$ cat src/rtl/pop_mon_if.sv
// POP gate lines plus the measurement results of pop_sequence_monitor.
// The master side is the POP timer / bench; the slave side is the monitor.
interface pop_mon_if #(
    parameter int CNT_W = 16
);
    logic             pump;
    logic             probe;
    logic             MW;
    logic             sample;
    logic [CNT_W-1:0] pump_len;
    logic [CNT_W-1:0] mw1_len;
    logic [CNT_W-1:0] ramsey_len;
    logic [CNT_W-1:0] mw2_len;
    logic [CNT_W-1:0] probe_len;
    logic             result_valid;
    logic             seq_error;
    logic [2:0]       error_code;
    logic [15:0]      cycle_count;

    modport master (
        output pump, probe, MW, sample,
        input  pump_len, mw1_len, ramsey_len, mw2_len, probe_len,
        input  result_valid, seq_error, error_code, cycle_count
    );

    modport slave (
        input  pump, probe, MW, sample,
        output pump_len, mw1_len, ramsey_len, mw2_len, probe_len,
        output result_valid, seq_error, error_code, cycle_count
    );
endinterface

$ cat src/rtl/pop_sequence_monitor.sv
// Passive POP cycle checker: measures every phase width and flags malformed cycles.
// Define POP_MON_SAMPLE_CHECK_EN to require sample high throughout the probe window.
module pop_sequence_monitor #(
    parameter int CNT_W   = 16,
    parameter int TIMEOUT = 1048576
) (
    input  logic     clk,
    input  logic     reset,
    pop_mon_if.slave pop_io
);
    localparam int TMO_W = $clog2(TIMEOUT + 1);

    typedef enum logic [2:0] {
        S_IDLE, S_PUMP, S_WAIT_MW1, S_MW1, S_RAMSEY, S_MW2, S_WAIT_PROBE, S_PROBE
    } state_t;

    state_t           state_q;
    logic             r_pump_q, p_pump_q, r_mw_q, p_mw_q, r_probe_q, p_probe_q;
    logic             live_q, armed_q;
    logic [TMO_W-1:0] tmo_q;
    logic [CNT_W-1:0] pump_cnt_q, mw1_cnt_q, ramsey_cnt_q, mw2_cnt_q, probe_cnt_q;
    logic [CNT_W-1:0] pump_len_q, mw1_len_q, ramsey_len_q, mw2_len_q, probe_len_q;
    logic             result_valid_q, seq_error_q;
    logic [2:0]       error_code_q, err_d;
    logic [15:0]      cycle_count_q;
    logic             pump_rise, pump_fall, mw_rise, mw_fall, probe_rise, probe_fall;
    logic             sample_bad;

    function automatic logic [CNT_W-1:0] sat_inc(input logic [CNT_W-1:0] v);
        return (&v) ? v : v + CNT_W'(1);
    endfunction

    assign pump_rise  = r_pump_q & ~p_pump_q;
    assign pump_fall  = ~r_pump_q & p_pump_q;
    assign mw_rise    = r_mw_q & ~p_mw_q;
    assign mw_fall    = ~r_mw_q & p_mw_q;
    assign probe_rise = r_probe_q & ~p_probe_q;
    assign probe_fall = ~r_probe_q & p_probe_q;

`ifdef POP_MON_SAMPLE_CHECK_EN
    logic r_sample_q;
    always_ff @(posedge clk) begin
        if (reset) r_sample_q <= 1'b0;
        else       r_sample_q <= pop_io.sample;
    end
    assign sample_bad = (state_q == S_PROBE) && r_probe_q && !r_sample_q;
`else
    assign sample_bad = 1'b0;
`endif

    // Violation priority: the lowest code wins when several coincide.
    always_comb begin
        err_d = 3'd0;
        if (state_q == S_PUMP && r_mw_q)
            err_d = 3'd1;
        else if (probe_rise && (state_q inside {S_PUMP, S_WAIT_MW1, S_MW1, S_RAMSEY, S_MW2}))
            err_d = 3'd2;
        else if (pump_rise && state_q != S_IDLE)
            err_d = 3'd3;
        else if (state_q != S_IDLE && tmo_q == TMO_W'(TIMEOUT))
            err_d = 3'd4;
        else if (sample_bad)
            err_d = 3'd5;
    end

    always_ff @(posedge clk) begin
        if (reset) begin
            state_q        <= S_IDLE;
            r_pump_q       <= 1'b0;
            p_pump_q       <= 1'b0;
            r_mw_q         <= 1'b0;
            p_mw_q         <= 1'b0;
            r_probe_q      <= 1'b0;
            p_probe_q      <= 1'b0;
            live_q         <= 1'b0;
            armed_q        <= 1'b0;
            tmo_q          <= '0;
            pump_len_q     <= '0;
            mw1_len_q      <= '0;
            ramsey_len_q   <= '0;
            mw2_len_q      <= '0;
            probe_len_q    <= '0;
            result_valid_q <= 1'b0;
            seq_error_q    <= 1'b0;
            error_code_q   <= 3'd0;
            cycle_count_q  <= 16'd0;
        end else begin
            r_pump_q       <= pop_io.pump;
            p_pump_q       <= r_pump_q;
            r_mw_q         <= pop_io.MW;
            p_mw_q         <= r_mw_q;
            r_probe_q      <= pop_io.probe;
            p_probe_q      <= r_probe_q;
            live_q         <= 1'b1;
            // Only a pump seen low after reset exit may start a cycle.
            if (live_q && !r_pump_q) armed_q <= 1'b1;
            result_valid_q <= 1'b0;
            seq_error_q    <= 1'b0;
            tmo_q          <= tmo_q + TMO_W'(1);

            if (err_d != 3'd0) begin
                seq_error_q  <= 1'b1;
                error_code_q <= err_d;
                tmo_q        <= '0;
                if (err_d == 3'd3) begin
                    state_q    <= S_PUMP;
                    pump_cnt_q <= CNT_W'(1);
                end else begin
                    state_q <= S_IDLE;
                end
            end else begin
                case (state_q)
                    S_IDLE: begin
                        tmo_q <= '0;
                        if (pump_rise && armed_q) begin
                            state_q    <= S_PUMP;
                            pump_cnt_q <= CNT_W'(1);
                        end
                    end
                    S_PUMP: begin
                        if (pump_fall) begin
                            state_q <= S_WAIT_MW1;
                            tmo_q   <= '0;
                        end else pump_cnt_q <= sat_inc(pump_cnt_q);
                    end
                    S_WAIT_MW1: begin
                        if (mw_rise) begin
                            state_q   <= S_MW1;
                            mw1_cnt_q <= CNT_W'(1);
                            tmo_q     <= '0;
                        end
                    end
                    S_MW1: begin
                        if (mw_fall) begin
                            state_q      <= S_RAMSEY;
                            ramsey_cnt_q <= CNT_W'(1);
                            tmo_q        <= '0;
                        end else mw1_cnt_q <= sat_inc(mw1_cnt_q);
                    end
                    S_RAMSEY: begin
                        if (mw_rise) begin
                            state_q   <= S_MW2;
                            mw2_cnt_q <= CNT_W'(1);
                            tmo_q     <= '0;
                        end else ramsey_cnt_q <= sat_inc(ramsey_cnt_q);
                    end
                    S_MW2: begin
                        if (mw_fall) begin
                            state_q <= S_WAIT_PROBE;
                            tmo_q   <= '0;
                        end else mw2_cnt_q <= sat_inc(mw2_cnt_q);
                    end
                    S_WAIT_PROBE: begin
                        if (probe_rise) begin
                            state_q     <= S_PROBE;
                            probe_cnt_q <= CNT_W'(1);
                            tmo_q       <= '0;
                        end
                    end
                    S_PROBE: begin
                        if (probe_fall) begin
                            state_q        <= S_IDLE;
                            tmo_q          <= '0;
                            pump_len_q     <= pump_cnt_q;
                            mw1_len_q      <= mw1_cnt_q;
                            ramsey_len_q   <= ramsey_cnt_q;
                            mw2_len_q      <= mw2_cnt_q;
                            probe_len_q    <= probe_cnt_q;
                            result_valid_q <= 1'b1;
                            cycle_count_q  <= cycle_count_q + 16'd1;
                        end else probe_cnt_q <= sat_inc(probe_cnt_q);
                    end
                    default: state_q <= S_IDLE;
                endcase
            end
        end
    end

    assign pop_io.pump_len     = pump_len_q;
    assign pop_io.mw1_len      = mw1_len_q;
    assign pop_io.ramsey_len   = ramsey_len_q;
    assign pop_io.mw2_len      = mw2_len_q;
    assign pop_io.probe_len    = probe_len_q;
    assign pop_io.result_valid = result_valid_q;
    assign pop_io.seq_error    = seq_error_q;
    assign pop_io.error_code   = error_code_q;
    assign pop_io.cycle_count  = cycle_count_q;
endmodule
$ cat src/flat_wrapper.sv
// flat-port wrapper written by rule: the top's interface ports become plain ports
module pop_sequence_monitor_flat 
#(
    parameter int CNT_W   = 16,
    parameter int TIMEOUT = 1048576
)
  (clk, reset, pop_io_pump, pop_io_probe, pop_io_MW, pop_io_sample, pop_io_pump_len, pop_io_mw1_len, pop_io_ramsey_len, pop_io_mw2_len, pop_io_probe_len, pop_io_result_valid, pop_io_seq_error, pop_io_error_code, pop_io_cycle_count);
  pop_mon_if #(.CNT_W(CNT_W)) pop_io_i ();
  input  logic clk;
  input  logic reset;
  input wire logic [$bits(pop_io_i.pump)-1:0] pop_io_pump;
  input wire logic [$bits(pop_io_i.probe)-1:0] pop_io_probe;
  input wire logic [$bits(pop_io_i.MW)-1:0] pop_io_MW;
  input wire logic [$bits(pop_io_i.sample)-1:0] pop_io_sample;
  output wire logic [$bits(pop_io_i.pump_len)-1:0] pop_io_pump_len;
  output wire logic [$bits(pop_io_i.mw1_len)-1:0] pop_io_mw1_len;
  output wire logic [$bits(pop_io_i.ramsey_len)-1:0] pop_io_ramsey_len;
  output wire logic [$bits(pop_io_i.mw2_len)-1:0] pop_io_mw2_len;
  output wire logic [$bits(pop_io_i.probe_len)-1:0] pop_io_probe_len;
  output wire logic [$bits(pop_io_i.result_valid)-1:0] pop_io_result_valid;
  output wire logic [$bits(pop_io_i.seq_error)-1:0] pop_io_seq_error;
  output wire logic [$bits(pop_io_i.error_code)-1:0] pop_io_error_code;
  output wire logic [$bits(pop_io_i.cycle_count)-1:0] pop_io_cycle_count;
  assign pop_io_i.pump = pop_io_pump;
  assign pop_io_i.probe = pop_io_probe;
  assign pop_io_i.MW = pop_io_MW;
  assign pop_io_i.sample = pop_io_sample;
  assign pop_io_pump_len = pop_io_i.pump_len;
  assign pop_io_mw1_len = pop_io_i.mw1_len;
  assign pop_io_ramsey_len = pop_io_i.ramsey_len;
  assign pop_io_mw2_len = pop_io_i.mw2_len;
  assign pop_io_probe_len = pop_io_i.probe_len;
  assign pop_io_result_valid = pop_io_i.result_valid;
  assign pop_io_seq_error = pop_io_i.seq_error;
  assign pop_io_error_code = pop_io_i.error_code;
  assign pop_io_cycle_count = pop_io_i.cycle_count;
  pop_sequence_monitor #(.CNT_W(CNT_W), .TIMEOUT(TIMEOUT)) u_core (.clk(clk), .reset(reset), .pop_io(pop_io_i));
endmodule
$ cat config.mk
export PLATFORM = sky130hd
export DESIGN_NAME = pop_sequence_monitor_flat
export DESIGN_NICKNAME = d
export VERILOG_FILES = /design/src/rtl/pop_mon_if.sv /design/src/rtl/pop_sequence_monitor.sv /design/src/flat_wrapper.sv
export SDC_FILE = /design/constraint.sdc
export NUM_CORES = 1
export LEC_CHECK = 0
export ABC_AREA = 0
export CAP_MARGIN = 20
export CORE_ASPECT_RATIO = 1.5
export CORE_UTILIZATION = 50
export DETAILED_ROUTE_END_ITERATION = 8
export DONT_BUFFER_PORTS = 1
export HOLD_SLACK_MARGIN = 0.03
export MAX_ROUTING_LAYER = met4
export SLEW_MARGIN = 40
export SYNTH_ARGS = -nofsm -noshare
export SYNTH_HDL_FRONTEND = slang
export SYNTH_SLANG_ARGS = --single-unit
export TNS_END_PERCENT = 10
$ cat constraint.sdc
create_clock -name clk -period 6.26 [get_ports clk]
set_clock_uncertainty 0.05 [all_clocks]
set_input_delay 0 -clock clk [delete_from_list [all_inputs] [get_ports clk]]
set_output_delay 0 -clock clk [all_outputs]
set_load 0.03 [all_outputs]
Word-level counts from Yosys, hierarchy flattened:

Cells that the tools add are included.

* bitwise logic cells: 15
* reductions and logical operators: 32
* muxes and demuxes: 45
* equality and inequality tests: 32
* add/subtract/negate cells: 7

Operators by type and width (number)
* 16-bit 2-to-1 mux: 16
* 16-bit case mux with 2 select lines: 5
* 21-bit case mux with 6 select lines: 1
* 21-bit 2-to-1 mux: 5
* 16-bit by 1-bit adder with 16-bit output, second input constant: 6
* 16-bit AND reduction: 5
* 3-bit 2-to-1 mux: 13
* 6-bit AND reduction: 5
* 3-bit case mux with 8 select lines: 1
* 21-bit by 1-bit adder with 21-bit output, second input constant: 1
* 21-bit == test, second input constant: 1
* 2-bit inequality test, second input constant: 9
* 3-bit by 2-bit inequality test with 1-bit output, second input constant: 5
* 3-bit == test, second input constant: 4
* 3-bit by 2-bit == test with 1-bit output, second input constant: 3
* 3-bit by 1-bit inequality test with 1-bit output, second input constant: 3
* 1-bit NOT: 9
* 3-bit nonzero test: 3
* 2-bit by 1-bit inequality test with 1-bit output, second input constant: 4
* 8-bit AND reduction: 1
* 2-bit nonzero test: 4
* 1-bit AND: 6
* 1-bit logical AND: 6
* 3-bit inequality test, second input constant: 2
* other kinds (8): 13

* output and inout port bits: 101
* logic and storage cells: 155
* input port bits: 6
* flip-flop bits (word level): 213

Longest topological paths before layout:

Gate-level depths: netlist of run 1.

* depth after elaboration: 9
* mapped depth: 11
* depth with buffers taken out: 7

Worst setup path before layout of run 1:

Ideal clock, no wire load.

* path kind: flip-flop to flip-flop
* start: reg u_core.state_q[0]
* end: reg u_core.probe_cnt_q[0], enable pin
* buffers on the path: 2
* slack: 2.499 ns
* arrival: 3.280 ns
* data required time: 5.780 ns
* clock period less this slack: 3.761 ns
* cell stages (with the launch flop): 8
* library setup time: 0.430 ns
* path through: dfxtp_1 buf_6 or3_1 and4_1 buf_6 a2bb2oi_1 nand2_1 nor4_1

* cells in the longest elaborated chain, start to end: 9
* elaborated cells between the ends (all ways): 24
* classes of those cells: eq/ne (10); mux (4); bitwise (1); reduce/logical (9)

RTL lines
* from (decl): RTL line pop_sequence_monitor.sv:17 `state_t state_q;`
* from (signal assigned): RTL line pop_sequence_monitor.sv:68 `state_q <= S_IDLE;`
* from (signal assigned): RTL line pop_sequence_monitor.sv:106 `state_q <= S_PUMP;`
* from (signal assigned): RTL line pop_sequence_monitor.sv:109 `state_q <= S_IDLE;`
* 3-bit nonzero test: RTL line pop_sequence_monitor.sv:58, pop_sequence_monitor.sv:60
* 1-bit logical AND: RTL line pop_sequence_monitor.sv:60 `else if (state_q != S_IDLE && tmo_q == TMO_W'(TIMEOUT))`
* 3-bit 2-to-1 mux: RTL line pop_sequence_monitor.sv:60
* 3-bit 2-to-1 mux: RTL line pop_sequence_monitor.sv:58 `else if (pump_rise && state_q != S_IDLE)`
* 3-bit 2-to-1 mux: RTL line pop_sequence_monitor.sv:56 `else if (probe_rise && (state_q inside {S_PUMP, S_WAIT_MW1, S_MW1, S_RAMSEY, S_MW2}))`
* 3-bit 2-to-1 mux: RTL line pop_sequence_monitor.sv:54 `if (state_q == S_PUMP && r_mw_q)`
* 3-bit nonzero test: RTL line pop_sequence_monitor.sv:101 `if (err_d != 3'd0) begin`
* 1-bit NOT (no source line)
* 6-bit AND reduction (no source line) (*)
* to (signal assigned): RTL line pop_sequence_monitor.sv:171 `end else probe_cnt_q <= sat_inc(probe_cnt_q);`
* to (decl): RTL line pop_sequence_monitor.sv:21 `logic [CNT_W-1:0] pump_cnt_q, mw1_cnt_q, ramsey_cnt_q, mw2_cnt_q, probe_cnt_q;`

Mark *: on every way between the ends. The rest lies on a longest branch, timed or not.
A chain may end at the register's enable or synchronous reset.

Worst setup path in the final report of run 1:

* start: reg u_core.state_q[1]
* end: reg u_core.pump_len_q[5] (netlist: u_core.pop_io.pump_len[5])

* cells in the longest elaborated chain, start to end: 9
* elaborated cells between the ends (all ways): 19
* classes of those cells: eq/ne (6); mux (4); bitwise (1); reduce/logical (8)

RTL lines
* 3-bit nonzero test: RTL line pop_sequence_monitor.sv:58, pop_sequence_monitor.sv:60
* 1-bit logical AND: RTL line pop_sequence_monitor.sv:60
* 3-bit 2-to-1 mux: RTL line pop_sequence_monitor.sv:60
* 3-bit 2-to-1 mux: RTL line pop_sequence_monitor.sv:58
* 3-bit 2-to-1 mux: RTL line pop_sequence_monitor.sv:56
* 3-bit 2-to-1 mux: RTL line pop_sequence_monitor.sv:54
* 3-bit nonzero test: RTL line pop_sequence_monitor.sv:101
* 1-bit NOT (no source line)
* 3-bit AND reduction (no source line) (*)
* to (signal assigned): RTL line pop_sequence_monitor.sv:164 `pump_len_q <= pump_cnt_q;`
* to (decl): RTL line pop_sequence_monitor.sv:22 `logic [CNT_W-1:0] pump_len_q, mw1_len_q, ramsey_len_q, mw2_len_q, probe_len_q;`

Marked as above.

==> impl_metrics.env, run 1 <==
export IMPL_cp_start_kind="flip-flop"
export IMPL_syn_area_sq_um=9390
export IMPL_syn_nets=1042
export IMPL_power_frac_seq_pct=52.6
export IMPL_synth_warnings=0
export IMPL_drt_wirelength_per_cell_um=15.6
export IMPL_slew_headroom_pct=50.9
export IMPL_start_util_pct=50.8
export IMPL_status="complete, no violations"
export IMPL_insertion_delay_ps=490
export IMPL_place_area_sq_um=9590
export IMPL_io_buffers=0
export IMPL_synth_simple_gate_area_share_pct=24.7
export IMPL_grt_pass1_vias=6671
export IMPL_synth_edf_count=80
export IMPL_placed_cells=1239
export IMPL_grt_setup_unrepaired="false"
export IMPL_syn_area_per_cell_sq_um=9.13
export IMPL_arrival_ps=3950
export IMPL_ctsRootBufferMaster="clkbuf_16"
export IMPL_period_minus_slack_ps=3560
export IMPL_yosys_area_share_adder_pct=1.07
export IMPL_antenna_left=0
export IMPL_synth_top_family_by_area="simple AND/OR/NAND/NOR gates"
export IMPL_synthDistinctLibCells=53
export IMPL_die_y_um=170
export IMPL_diodes=0
export IMPL_synthMuxAreaShare_pct=0.120
export IMPL_routed_via_density=5.43
export IMPL_hold_viol=0
export IMPL_fp_row_count=61
export IMPL_min_from="pop_io_MW"
export IMPL_hold_buffers=6
export IMPL_timing_rr_start="u_core.state_q[1]"
export IMPL_nets=1030
export IMPL_cellPowerDensity_nw_per_um2=289
export IMPL_grt_max_degree=109
export IMPL_num_vias=6962
export IMPL_die_area_sq_um=19300
export IMPL_final_core_util_pct=55.8
export IMPL_final_cell_mix="nand2_1, dfxtp_1, nor2_1"
export IMPL_comb_power_share_pct=7.9
export IMPL_ir_drop_mv=0.241
export IMPL_stdcell_count=1281
export IMPL_layout_commonest_cell="nand2_1"
export IMPL_multiInputGateArea_sq_um=4090
export IMPL_dp_slack_ps=2950
export IMPL_area_growth_pct=9.76
export IMPL_grt_pass1_wl_um=33100
export IMPL_grt_overflow_total=0
export IMPL_drv_cap=0
export IMPL_place_hpwl_um=12900
export IMPL_wl_um=20000
export IMPL_p_switching_uw=735
export IMPL_first_pass_iters=5
export IMPL_path_clk_slew_ps=60
export IMPL_htree_levels=1
export IMPL_drt_initial_drc_count=437
export IMPL_clkPwrFrac_pct=39.6
export IMPL_ff_latch_area_sq_um=5070
export IMPL_clock_path_buffers=3
export IMPL_finalCritPeriodShare_pct=56.9
export IMPL_yosysSeqAreaShare_pct=54.0
export IMPL_critPathLaunch="u_core.state_q[1]"
export IMPL_synth_flop_cell="dfxtp_1"
export IMPL_core_area_sq_um=18500
export IMPL_swShare_pct=24.7
export IMPL_ctsResizeCount=0
export IMPL_cts_tree="yes"
export IMPL_path_max_fanout=56
export IMPL_netlist_instances=1028
export IMPL_worst_slack_ps=2700
export IMPL_grt_usage_pct=21.6
export IMPL_p_leak_nw=3.25
export IMPL_place_gp_congestion=0.783
export IMPL_cts_setup_buffers=0
export IMPL_end_kind="flip-flop"
export IMPL_intPower_mw=2.24
export IMPL_fp_dieW_um=114
export IMPL_critical_path_required_ps=6650
export IMPL_synth_top_area_cell="dfxtp_1"
export IMPL_whs_ps=152
export IMPL_synth_top_area_share_pct=28.4
export IMPL_worst_pin_slew_ps=734
export IMPL_min_path_type="primary input to flip-flop"
export IMPL_synth_compound_area_share_pct=9.12
export IMPL_fmax_mhz=281
export IMPL_setup_violations=0
export IMPL_drcViolationCount=0
export IMPL_synthArstFlopShare_pct=0
export IMPL_clkSinkCount=213
export IMPL_cts_buffers_inserted=21
export IMPL_drive_gt1_share_pct=5.25
export IMPL_synthXorXnorAreaFrac_pct=8.02
export IMPL_yosys_top_cells_area="dfxtp_1, edfxtp_1, nand2_1, a21oi_1, xor2_1"
export IMPL_io_pins=107
export IMPL_path_class="flip-flop to flip-flop"
export IMPL_slew_violations=0
export IMPL_finalPower_mw=2.97
export IMPL_ys_ff_latch=213
export IMPL_fillCellCount=1753
export IMPL_finalSetupTns_ps=0
export IMPL_design_area_sq_um=10300
export IMPL_antenna_found_initial=0
## synthesized netlist by cell type, types with 3 or more instances
cell type    n
nor2_1     110
nor3_1      15
ha_1         8
a31oi_1      3
buf_2       10
and2_1      14
o21ai_0     19
xnor2_1     36
and4_1      17
nand2b_1     5
clkbuf_1    29
o221ai_1     5
nand3b_1     3
dfxtp_1    133
or3_1       14
o21a_1       3
inv_1       17
nor4_1       8
buf_1        8
nand3_1     41
nand4_1     22
a21oi_1    109
nor2b_1      9
xor2_1      50
edfxtp_1    80
nand2_1    210
a211oi_1     3
and3_1      17
## worst max-delay path, cell delays in order, from the launching register on
cell and delay (ps):
dfxtp_1 740, nor3_2 190, o2111ai_1 490, a21o_2 600, buf_4 610, nand2_1 110
a21oi_1 150, dlygate4sd3_1 550
## state kept, by name, summed over array words and instances, names as in the netlist
register	flops
u_core.pump_cnt_q	16
u_core.pop_io.result_valid	1
u_core.pop_io.pump_len	16
u_core.p_pump_q	1
u_core.mw1_cnt_q	16
u_core.mw2_cnt_q	16
u_core.pop_io.ramsey_len	16
u_core.p_mw_q	1
u_core.pop_io.seq_error	1
u_core.r_probe_q	1
u_core.r_mw_q	1
u_core.pop_io.mw2_len	16
u_core.p_probe_q	1
u_core.pop_io.mw1_len	16
u_core.pop_io.probe_len	16
u_core.pop_io.cycle_count	16
u_core.state_q	3
u_core.armed_q	1
u_core.r_pump_q	1
u_core.ramsey_cnt_q	16
u_core.live_q	1
u_core.pop_io.error_code	3
u_core.probe_cnt_q	16
u_core.tmo_q	21
## kinds of logic (layout without fill, tap and decap cells)
family	Yosys count	count (layout)
and+or+nand+nor	498	498
AOI/OAI and AO/OA	155	155
buffers and inverters	67	68
adders and majority gates	8	8
xor gates and xnor gates	86	86
muxes	1	1
DFF	213	213
## path summary, 6_finish.rpt
path	end	slack (ps)	cells after the start
max	u_core.pop_io.pump_len[5]	2700	7
min	u_core.r_mw_q	150	2
max reg2reg	u_core.pop_io.pump_len[5]	2700	7
min reg2reg	u_core.tmo_q[0]	400	1
## per-layer routing
| layer | track usage [%] | up-vias | routed length [um] |
|---|---|---|---|
| met5 | - | - | 0 |
| met3 | 3.43 | 21 | 897 |
| li1 | - | 3509 | - |
| met4 | 5.42 | 0 | 342 |
| met2 | 37.3 | 113 | 10100 |
| met1 | 26.2 | 3319 | 8690 |
## layout make-up
cell class                 count  share of cell area, %
timing repair buffer          15                   1.41
tap                          252                   3.06
sequential                   213                   49.2
clock inverter                 3                  0.146
multi-input combinational    748                   39.7
clock buffer                  33                   5.93
inverter                      17                  0.619
## power groups by stage
stage | Clock, mW | Combinational [mW] | Sequential [mW]
after floorplan | 0 | 0.213 | 1.55
after CTS | 1.21 | 0.234 | 1.56
after global placement | 0 | 0.216 | 1.59
after detailed placement | 0 | 0.217 | 1.59
final | 1.18 | 0.234 | 1.56
after global routing | 1.26 | 0.265 | 1.57
Note: power is estimated with default switching activity, not from simulation.
==> run 2: changes to the inputs <==
- clock period: 6.26 -> 3.55 ns (I/O delays scaled with it)
==> impl_metrics.env, run 2 (synthesis results as in run 1) <==
export IMPL_diodes=0
export IMPL_area_growth_pct=11.3
export IMPL_cts_buffers_inserted=21
export IMPL_clkSinkCount=213
export IMPL_path_max_fanout=26
export IMPL_period_minus_slack_ps=3110
export IMPL_start_util_pct=50.8
export IMPL_antenna_found_initial=0
export IMPL_nets=1040
export IMPL_cts_setup_buffers=0
export IMPL_clkPwrFrac_pct=40.4
export IMPL_largest_reg_flops=21
export IMPL_fmax_mhz=322
export IMPL_intPower_mw=4.04
export IMPL_first_pass_iters=4
export IMPL_layout_commonest_cell="nand2_1"
export IMPL_timing_rr_start="u_core.state_q[1]"
export IMPL_critical_path_endpoint="u_core.pop_io.pump_len[10]"
export IMPL_drive_gt1_share_pct=6.06
export IMPL_top_register="u_core.tmo_q"
export IMPL_drt_wirelength_per_cell_um=15.5
export IMPL_comb_power_share_pct=8.7
export IMPL_critical_path_required_ps=3930
export IMPL_r2r_end="u_core.pop_io.pump_len[10]"
export IMPL_drv_cap=0
export IMPL_worst_pin_slew_ps=712
export IMPL_slew_violations=0
export IMPL_p_leak_nw=3.32
export IMPL_end_kind="flip-flop"
export IMPL_final_cell_mix="nand2_1, dfxtp_1, nor2_1"
export IMPL_cp_start_kind="flip-flop"
export IMPL_ctsRootBufferMaster="clkbuf_16"
export IMPL_power_frac_seq_pct=50.9
export IMPL_status="complete, no violations"
export IMPL_fp_row_count=61
export IMPL_path_class="flip-flop to flip-flop"
export IMPL_fp_dieW_um=114
export IMPL_grt_overflow_total=0
export IMPL_final_core_util_pct=56.6
export IMPL_htree_levels=1
export IMPL_die_y_um=170
export IMPL_worst_slack_ps=440
export IMPL_finalPower_mw=5.36
export IMPL_finalCritPeriodShare_pct=87.6
export IMPL_dp_slack_ps=860
export IMPL_grt_max_degree=109
export IMPL_finalSetupTns_ps=0
export IMPL_stdcell_count=1292
export IMPL_arrival_ps=3490
export IMPL_die_area_sq_um=19300
export IMPL_place_hpwl_um=13300
export IMPL_routed_via_density=5.42
export IMPL_clock_path_buffers=3
export IMPL_setup_violations=0
export IMPL_io_buffers=0
export IMPL_grt_usage_pct=21.3
export IMPL_hold_viol=0
export IMPL_wl_um=20000
export IMPL_path_clk_slew_ps=60
export IMPL_drt_initial_drc_count=390
export IMPL_cellPowerDensity_nw_per_um2=513
export IMPL_ff_latch_area_sq_um=5060
export IMPL_grt_pass1_vias=6634
export IMPL_grt_pass1_wl_um=32700
export IMPL_critPathLaunch="u_core.state_q[1]"
export IMPL_cts_tree="yes"
export IMPL_num_vias=7004
export IMPL_place_gp_congestion=0.793
export IMPL_grt_setup_unrepaired="false"
export IMPL_placed_cells=1249
export IMPL_multiInputGateArea_sq_um=4090
export IMPL_slew_headroom_pct=52.4
export IMPL_core_area_sq_um=18500
export IMPL_antenna_left=0
export IMPL_fillCellCount=1741
export IMPL_swShare_pct=24.5
export IMPL_io_pins=107
export IMPL_ir_drop_mv=0.473
export IMPL_drcViolationCount=0
export IMPL_insertion_delay_ps=490
export IMPL_p_switching_mw=1.31
export IMPL_r2r_worst_path_cells=8
export IMPL_r2r_slack_ps=440
export IMPL_min_path_type="primary input to flip-flop"
run 2: cell count changes in the layout (fill, tap and decap cells not counted), moves of 2 or more:
cell       change
bufinv_16      +2
clkbuf_8       -3
buf_12         +3
buf_4          +7
clkinv_1       +4
clkbuf_1       -4
run 2: layer usage:
layer,GRT usage [%],share of wire (%),vias to the layer above
li1,-,-,3535
met4,7.17,2.4,0
met1,25.2,43,3303
met3,3.29,4.6,31
met5,-,0,-
met2,36.9,50,135
run 2: final cells by class:
class                   count  area share, %
clock buffers              26           5.31
clock inverters            11          0.982
inverters                  17          0.611
multi-input cells         748           39.1
flip-flops and latches    213           48.5
well taps                 252           3.02
repair buffers             25           2.47
run 2: worst min path at each step:
stage / startpoint / endpoint / cells after the start
after detailed placement: reset / u_core.pop_io.mw2_len[12] / 1
after global routing: pop_io_probe / u_core.r_probe_q / 2
after CTS: pop_io_MW / u_core.r_mw_q / 2
after floorplan: pop_io_MW / u_core.r_mw_q / 1
after global placement: reset / u_core.pop_io.mw2_len[14] / 1
final: pop_io_probe / u_core.r_probe_q / 2
run 2: power by group through the flow:
stage / sequential [mW] / clock, mW / combinational [mW]
after floorplan: 2.73 / 0 / 0.378
after global placement: 2.78 / 0 / 0.435
after detailed placement: 2.78 / 0 / 0.443
after CTS: 2.73 / 2.22 / 0.472
after global routing: 2.74 / 2.31 / 0.517
final: 2.73 / 2.16 / 0.464
run 2: through the flow:
stage	instance area, sq um	hold slack (ps)
4_1_cts	10400	131
6_report	10400	155
3_5_place_dp	9710	29.6
5_1_grt	10400	154
3_3_place_gp	9710	27.2
2_1_floorplan	9390	78.2
run 2: timing repair:
action / CTS / global route
gates resized for setup: 0 / 0
hold endpoints to repair: 133 / 0
endpoints found under the setup margin: 0 / 0
hold buffers: 6 / 0
run 2: worst max-delay path, stage by stage (launching register included):
cell	delay [ps]
dfxtp_1	610
buf_4	230
and3_1	200
o2111ai_1	280
a21oi_4	660
buf_12	260
nand2_1	70
a21oi_1	120
dlygate4sd3_1	560
